`src/rtl/dog_sequencer.sv`:
```
// Octave-level controller for the shared dog core: launches one core pass per adjacent
// blur pair, steers the blur/DoG BRAM selects and registers the core output as DoG writes.
module dog_sequencer #(
    parameter  int DIMENSION = 64,
    parameter  int NUM_BLURS = 4,
    localparam int ADDR_W    = $clog2(DIMENSION * DIMENSION),
    localparam int LVL_W     = (NUM_BLURS > 2) ? $clog2(NUM_BLURS) : 1
) (
    input  logic                     clk,
    input  logic                     rst_in,
    input  logic                     start,
    input  logic                     abort,
    output logic                     busy,
    output logic                     done,
    output logic                     err_timeout,
    output logic                     err_count,
    output logic                     dog_start,
    input  logic                     dog_busy,
    input  logic                     dog_valid,
    input  logic [ADDR_W-1:0]        dog_address,
    input  logic signed [8:0]        dog_data,
    output logic [ADDR_W-1:0]        rd_addr,
    output logic [LVL_W-1:0]         sharper_sel,
    output logic [LVL_W-1:0]         fuzzier_sel,
    output logic                     wr_en,
    output logic [LVL_W-1:0]         wr_sel,
    output logic [ADDR_W-1:0]        wr_addr,
    output logic signed [8:0]        wr_data,
    output logic [LVL_W-1:0]         level
);

    localparam int                PIX       = DIMENSION * DIMENSION;
    localparam int                CNT_W     = $clog2(PIX + 1);
    localparam logic [CNT_W-1:0]  PIX_C     = CNT_W'(PIX);
    localparam logic [LVL_W-1:0]  LAST_LVL  = LVL_W'(NUM_BLURS - 2);
    localparam logic [3:0]        WAIT_LAST = 4'd15;

    typedef enum logic [2:0] {
        S_IDLE, S_LAUNCH, S_WAIT_BUSY, S_RUN, S_DRAIN, S_NEXT, S_DONE
    } state_t;

    state_t              state_q, state_d;
    logic [LVL_W-1:0]    level_q, level_d;
    logic [CNT_W-1:0]    pix_q, pix_d;
    logic [3:0]          wait_q, wait_d;
    logic                err_timeout_q, err_timeout_d;
    logic                err_count_q, err_count_d;
    logic                wr_en_q, wr_en_d;
    logic [ADDR_W-1:0]   wr_addr_q, wr_addr_d;
    logic signed [8:0]   wr_data_q, wr_data_d;

    // NOTE: sequential state uses non-blocking assignments only, so every flop samples
    // the pre-edge value of its peers regardless of process ordering.
    always_ff @(posedge clk or posedge rst_in) begin
        if (rst_in) begin
            state_q       <= S_IDLE;
            level_q       <= '0;
            pix_q         <= '0;
            wait_q        <= '0;
            err_timeout_q <= 1'b0;
            err_count_q   <= 1'b0;
            wr_en_q       <= 1'b0;
            wr_addr_q     <= '0;
            wr_data_q     <= '0;
        end else begin
            state_q       <= state_d;
            level_q       <= level_d;
            pix_q         <= pix_d;
            wait_q        <= wait_d;
            err_timeout_q <= err_timeout_d;
            err_count_q   <= err_count_d;
            wr_en_q       <= wr_en_d;
            wr_addr_q     <= wr_addr_d;
            wr_data_q     <= wr_data_d;
        end
    end

    // NOTE: every signal assigned here gets a default first, so no path can infer a latch.
    always_comb begin
        state_d       = state_q;
        level_d       = level_q;
        pix_d         = pix_q;
        wait_d        = wait_q;
        err_timeout_d = err_timeout_q;
        err_count_d   = err_count_q;
        wr_en_d       = 1'b0;
        wr_addr_d     = wr_addr_q;
        wr_data_d     = wr_data_q;

        unique case (state_q)
            S_IDLE: if (start) begin
                state_d       = S_LAUNCH;
                level_d       = '0;
                pix_d         = '0;
                err_timeout_d = 1'b0;
                err_count_d   = 1'b0;
            end
            S_LAUNCH: begin
                wait_d  = '0;
                state_d = S_WAIT_BUSY;
            end
            S_WAIT_BUSY: begin
                if (dog_busy) begin
                    state_d = S_RUN;
                end else if (wait_q == WAIT_LAST) begin
                    err_timeout_d = 1'b1;
                    state_d       = S_DONE;
                end else begin
                    wait_d = wait_q + 4'd1;
                end
            end
            S_RUN: begin
                if (dog_valid && dog_busy) begin
                    wr_en_d   = 1'b1;
                    wr_addr_d = dog_address;
                    wr_data_d = dog_data;
                    if (pix_q != PIX_C) pix_d = pix_q + CNT_W'(1);
                end
                if (!dog_busy) state_d = S_DRAIN;
            end
            S_DRAIN: begin
                if (pix_q != PIX_C) err_count_d = 1'b1;
                state_d = S_NEXT;
            end
            S_NEXT: begin
                if (level_q == LAST_LVL) begin
                    state_d = S_DONE;
                end else begin
                    level_d = level_q + LVL_W'(1);
                    pix_d   = '0;
                    state_d = S_LAUNCH;
                end
            end
            S_DONE:  state_d = S_IDLE;
            default: state_d = S_IDLE;
        endcase

        // Abort leaves the error flags exactly as they were before this cycle.
        if (abort && state_q != S_IDLE) begin
            state_d       = S_IDLE;
            wr_en_d       = 1'b0;
            err_timeout_d = err_timeout_q;
            err_count_d   = err_count_q;
        end
    end

    always_comb begin
        busy        = (state_q != S_IDLE);
        done        = (state_q == S_DONE) && !err_timeout_q && !abort;
        dog_start   = (state_q == S_LAUNCH);
        err_timeout = err_timeout_q;
        err_count   = err_count_q;
        rd_addr     = dog_address;
        sharper_sel = level_q;
        fuzzier_sel = busy ? (level_q + LVL_W'(1)) : '0;
        wr_sel      = level_q;
        level       = level_q;
        wr_en       = wr_en_q && !(abort && busy);
        wr_addr     = wr_addr_q;
        wr_data     = wr_data_q;
    end

endmodule

```
`config.mk`:
```
export PLATFORM = sky130hd
export DESIGN_NAME = dog_sequencer
export DESIGN_NICKNAME = d
export VERILOG_FILES = /design/src/rtl/dog_sequencer.sv
export SDC_FILE = /design/constraint.sdc
export NUM_CORES = 1
export LEC_CHECK = 0
export CORE_MARGIN = 10
export CORE_UTILIZATION = 51
export CTS_BUF_LIST = sky130_fd_sc_hd__clkbuf_16
export CTS_CLUSTER_SIZE = 20
export DETAILED_ROUTE_END_ITERATION = 10
export PLACE_DENSITY = 0.86
export SLEW_MARGIN = 15
export SYNTH_ARGS = -nofsm -noshare
export SYNTH_HDL_FRONTEND = slang
export SYNTH_SLANG_ARGS = --single-unit
```
`constraint.sdc`:
```
create_clock -name clk -period 4.5 [get_ports clk]
set_input_delay 0.675 -clock clk [delete_from_list [all_inputs] [get_ports clk]]
set_output_delay 0.675 -clock clk [all_outputs]
set_load 0.02 [all_outputs]
```
# Word-level counts from Yosys, hierarchy flattened
# Cells that the tools add are included.
# word_totals
inputBits	27
register_bits	46
out_inout_bits	47
wordCells	83
# classes
n_addsub	3
bitwise_logic	1
n_mux	28
reduce_logical	22
n_eq_ne	20
# ops
cell	n
13-bit 2-to-1 mux	4
13-bit one-hot mux with 3 select lines	1
3-bit 2-to-1 mux	6
3-bit one-hot mux with 6 select lines	1
2-bit != test, second input constant	8
13-bit by 1-bit adder with 13-bit output, second input constant	1
13-bit != test, second input constant	1
5-bit AND reduction	2
3-bit == test, second input constant	3
3-bit AND reduction	3
4-bit 2-to-1 mux	2
4-bit one-hot mux with 2 select lines	1
2-bit nonzero test	4
1-bit 2-to-1 mux	7
3-bit by 2-bit == test with 1-bit output, second input constant	2
2-bit 2-to-1 mux	3
3-bit != test, second input constant	2
3-bit nonzero test	2
1-bit logical AND	5
4-bit by 1-bit adder with 4-bit output, second input constant	1
4-bit == test, second input constant	1
4-bit != test, second input constant	1
1-bit one-hot mux with 2 select lines	2
2-bit one-hot mux with 2 select lines	1
8 further kinds	10

# Longest topological paths before layout
# depth
depth_word	5
depth_mapped	7
ltp_nobuf	6

# Worst setup path before layout
# No wires, ideal clock.
# synth_path
path_kind	input port to output port
startpoint	in abort
endpoint	out done
path_buffers	1
arrival_time_ps	1643
path_stages	3
t_required_ps	3825
path_slack_ps	2182
path_cell_list	clkbuf_1 -> nand2b_1 -> nor4_1
# synth_between
elab_chain_len	2
# synth_rtl
item	line	source
start: declaration	12	input logic abort,
1-bit logical NOT	149	done = (state_q == S_DONE) && !err_timeout_q && !abort;
1-bit logical AND	149	
end: declaration	14	output logic done,
# Every way passes these cells.

# Final worst setup path
# layout_path
startpoint	reg state_q[0]
endpoint	out wr_en
# layout_between
elab_chain_len	4
# layout_rtl
item	line	source
start: declaration	42	state_t state_q, state_d;
start signal: assignment	66	state_q <= state_d;
3-bit nonzero test	148	busy = (state_q != S_IDLE);
1-bit logical AND	158	wr_en = wr_en_q && !(abort && busy);
1-bit logical NOT	158	
1-bit logical AND	158	
end: declaration	25	output logic wr_en,
# Every way passes these cells.

==> flow_metrics.tcl <==
set metrics [dict create \
    relSlewSlack 0.289 \
    fin_worst_skew_ns 0.00234 \
    multiInputGateArea_um2 1080 \
    cts-root-buf "clkbuf_16" \
    post_drt_wl_per_cell_um 16.0 \
    grt_pass1_wl_mm 10.1 \
    fmax_ghz 0.327 \
    grt_setup_unrepaired "no" \
    vias 2140 \
    grt_pass1_vias 2079 \
    postCtsSetupRepairBufs 0 \
    syn_to_final_growth_pct 32.0 \
    ys_async_sr_fraction 1.00 \
    cp.required_ns 3.83 \
    crit_type "flip-flop to output pin" \
    n_fill_cell 352 \
    period_share 0.679 \
    synth_common_cells "72 x nand2_1, 46 x dfrtp_1, 16 x buf_4, 14 x o21ai_0" \
    min-delay-path-class "flip-flop to flip-flop" \
    clkTransAtPathRegs_ns 0.06 \
    cts_inserted_buffers 5 \
    worst_hold_path.num_cells 2 \
    clkSinkCount 46 \
    chipHeight_um 89.4 \
    synth_top_area_cell "dfrtp_1" \
    dr.pass1.iters 4 \
    drt-total-wl_mm 6.14 \
    syn_nets 307 \
    slew_viol_final 0 \
    drc 0 \
    clock_path_buffers 2 \
    die-area_um2 7990 \
    cp-end-kind "output pin" \
    yosysUniqueCellTypes 49 \
    total_power_mw 1.92 \
    dpl.hpwl_mm 4.37 \
    status "finished, final reports clean" \
    nets 359 \
    ff_latch_area_um2 1150 \
    finalSetupTns_ns 0 \
    htreeDepth 2 \
    arrival_ns 2.38 \
    p_seq_frac 0.339 \
    reg2regPathDepth 4 \
    fin_crit_ns 3.06 \
    rows 25 \
    cellPowerDensity_nw_per_um2 593 \
    avgSynthCellArea_um2 8.89 \
    core-area_um2 4690 \
    cts_tree "done" \
    final-setup-viol-count 0 \
    ir_drop_v 0.000369 \
    portBuffers 73 \
    p_clk_frac 0.214 \
    combPwrFrac 0.447 \
    final_util 0.690 \
    syn-cell-area_um2 2450 \
    ys_ff_latch 46 \
    ys_seq_area_frac 0.469 \
    p_int_mw 1.19 \
    drive_gt1_frac 0.0608 \
    start_util 0.523 \
    hold_violations 0 \
    cts_hold_buf 0 \
    netlist_instances 276 \
    clk_latency_ns 0.28 \
    antenna_found_initial 0 \
    yosysWarnings 0 \
    yosys.area.top_type_share 0.469 \
    gp_congestion 0.919 \
    grt-ovfl-total 0 \
    maxCapViolCount 0 \
    ios 74 \
    worst_slew_pin_slew_ns 1.07 \
    grt_usage 0.158 \
    ant_nets 0 \
    startpoint_type "flip-flop" \
    p_sw_mw 0.728 \
    cts_resized 0 \
    synth_edf_count 0 \
    drt_iter0_drc 191 \
    p_sw_frac 0.379 \
    yosys-top-cells-area "dfrtp_1 47%, nand2_1 11%, buf_4 4.9%, a31oi_1 3.1%, o21ai_0 2.9%" \
    die_x_um 89.4 \
    via_per_inst 5.59 \
    n_antenna_cell 0 \
    ys.flop_type "dfrtp_1" \
    crit_fanout 18 \
    yosysMostFrequentCell "nand2_1" \
    grt_max_degree 47 \
    p_leak_nw 1.47 \
]
==> registers in the layout (all words and copies together), names as in the netlist <==
signal       cells
err_count        1
err_timeout      1
level            2
pix_q           13
state_q          3
wait_q           4
wr_addr         12
wr_data          9
wr_en_q          1
==> worst max-delay path: stages (launching register included) <==
cell             delay [ns]
dfrtp_1                0.56
nor3_1                 0.48
inv_1                  0.17
a21boi_0               0.24
clkdlybuf4s50_1        0.64
==> final timing paths <==
| check | startpoint | slack (ns) | end |
|---|---|---|---|
| worst min-delay path | wr_addr[0] | 0.47 | wr_addr[0] |
| min in group asynchronous | rst_in | 0.84 | wr_data[7] |
| worst max-delay path | state_q[0] | 1.44 | wr_en |
| worst min register to register | wr_addr[0] | 0.47 | wr_addr[0] |
| max in group asynchronous | rst_in | 3.27 | pix_q[10] |
| worst max register to register | state_q[0] | 1.73 | pix_q[12] |
==> cell families (layout without fill, tap and decap cells) <==
| kind of cell | after synthesis | after routing | share of synthesized area |
|---|---|---|---|
| AOI/OAI and AO/OA | 54 | 54 | 0.147 |
| muxes | 2 | 2 | 0.00866 |
| buffers and inverters | 38 | 91 | 0.0902 |
| and+or+nand+nor | 130 | 130 | 0.258 |
| xor gates and xnor gates | 2 | 2 | 0.00714 |
| adders and majority gates | 4 | 4 | 0.0204 |
| DFF | 46 | 46 | 0.469 |
==> through the flow <==
step	setup slack, ns	instances	hold WS (ns)	area, um^2
2_1_floorplan	2.18	276	0.475	2450
3_3_place_gp	1.57	375	0.456	3070
3_5_place_dp	1.53	375	0.461	3070
4_1_cts	1.48	383	0.477	3240
5_1_grt	1.24	383	0.495	3240
6_report	1.44	383	0.471	3240
==> cell usage in the layout, fill, tap and decap left out, drive strengths merged, types with 3 or more instances in the layout <==
master / n
a21oi: 8
a31oi: 12
and3: 9
clkbuf: 5
clkdlybuf4s50: 73
dfrtp: 46
ha: 4
inv: 9
nand2: 72
nand2b: 3
nand3: 13
nor2: 12
nor3: 4
nor4: 3
nor4b: 3
o21ai: 16
o21ba: 4
==> layout make-up <==
cell class,count,area share
clock inverter,3,0.0127
timing repair buffer,74,0.228
tap,54,0.0209
inverter,9,0.0104
clock buffer,5,0.0386
multi-input combinational,192,0.334
sequential,46,0.355
==> per-layer routing <==
metal | global-route usage | part of all wire | vias to the layer above | wire (um)
li1 | - | - | 1045 | -
met2 | 0.244 | 0.48 | 85 | 2930
met1 | 0.200 | 0.42 | 1004 | 2600
met4 | 0.0506 | 0.012 | 0 | 71
met5 | 0 | 0 | - | 0
met3 | 0.0583 | 0.087 | 6 | 532
==> power groups by stage <==
stage | Clock (mW) | Combinational, mW | Sequential [mW]
finish | 0.411 | 0.858 | 0.651
global route | 0.434 | 0.933 | 0.672
CTS | 0.418 | 0.869 | 0.651
detailed placement | 0 | 0.864 | 0.656
global placement | 0 | 0.855 | 0.649
floorplan | 0 | 0.404 | 0.749
(Power assumes the default switching activity.)
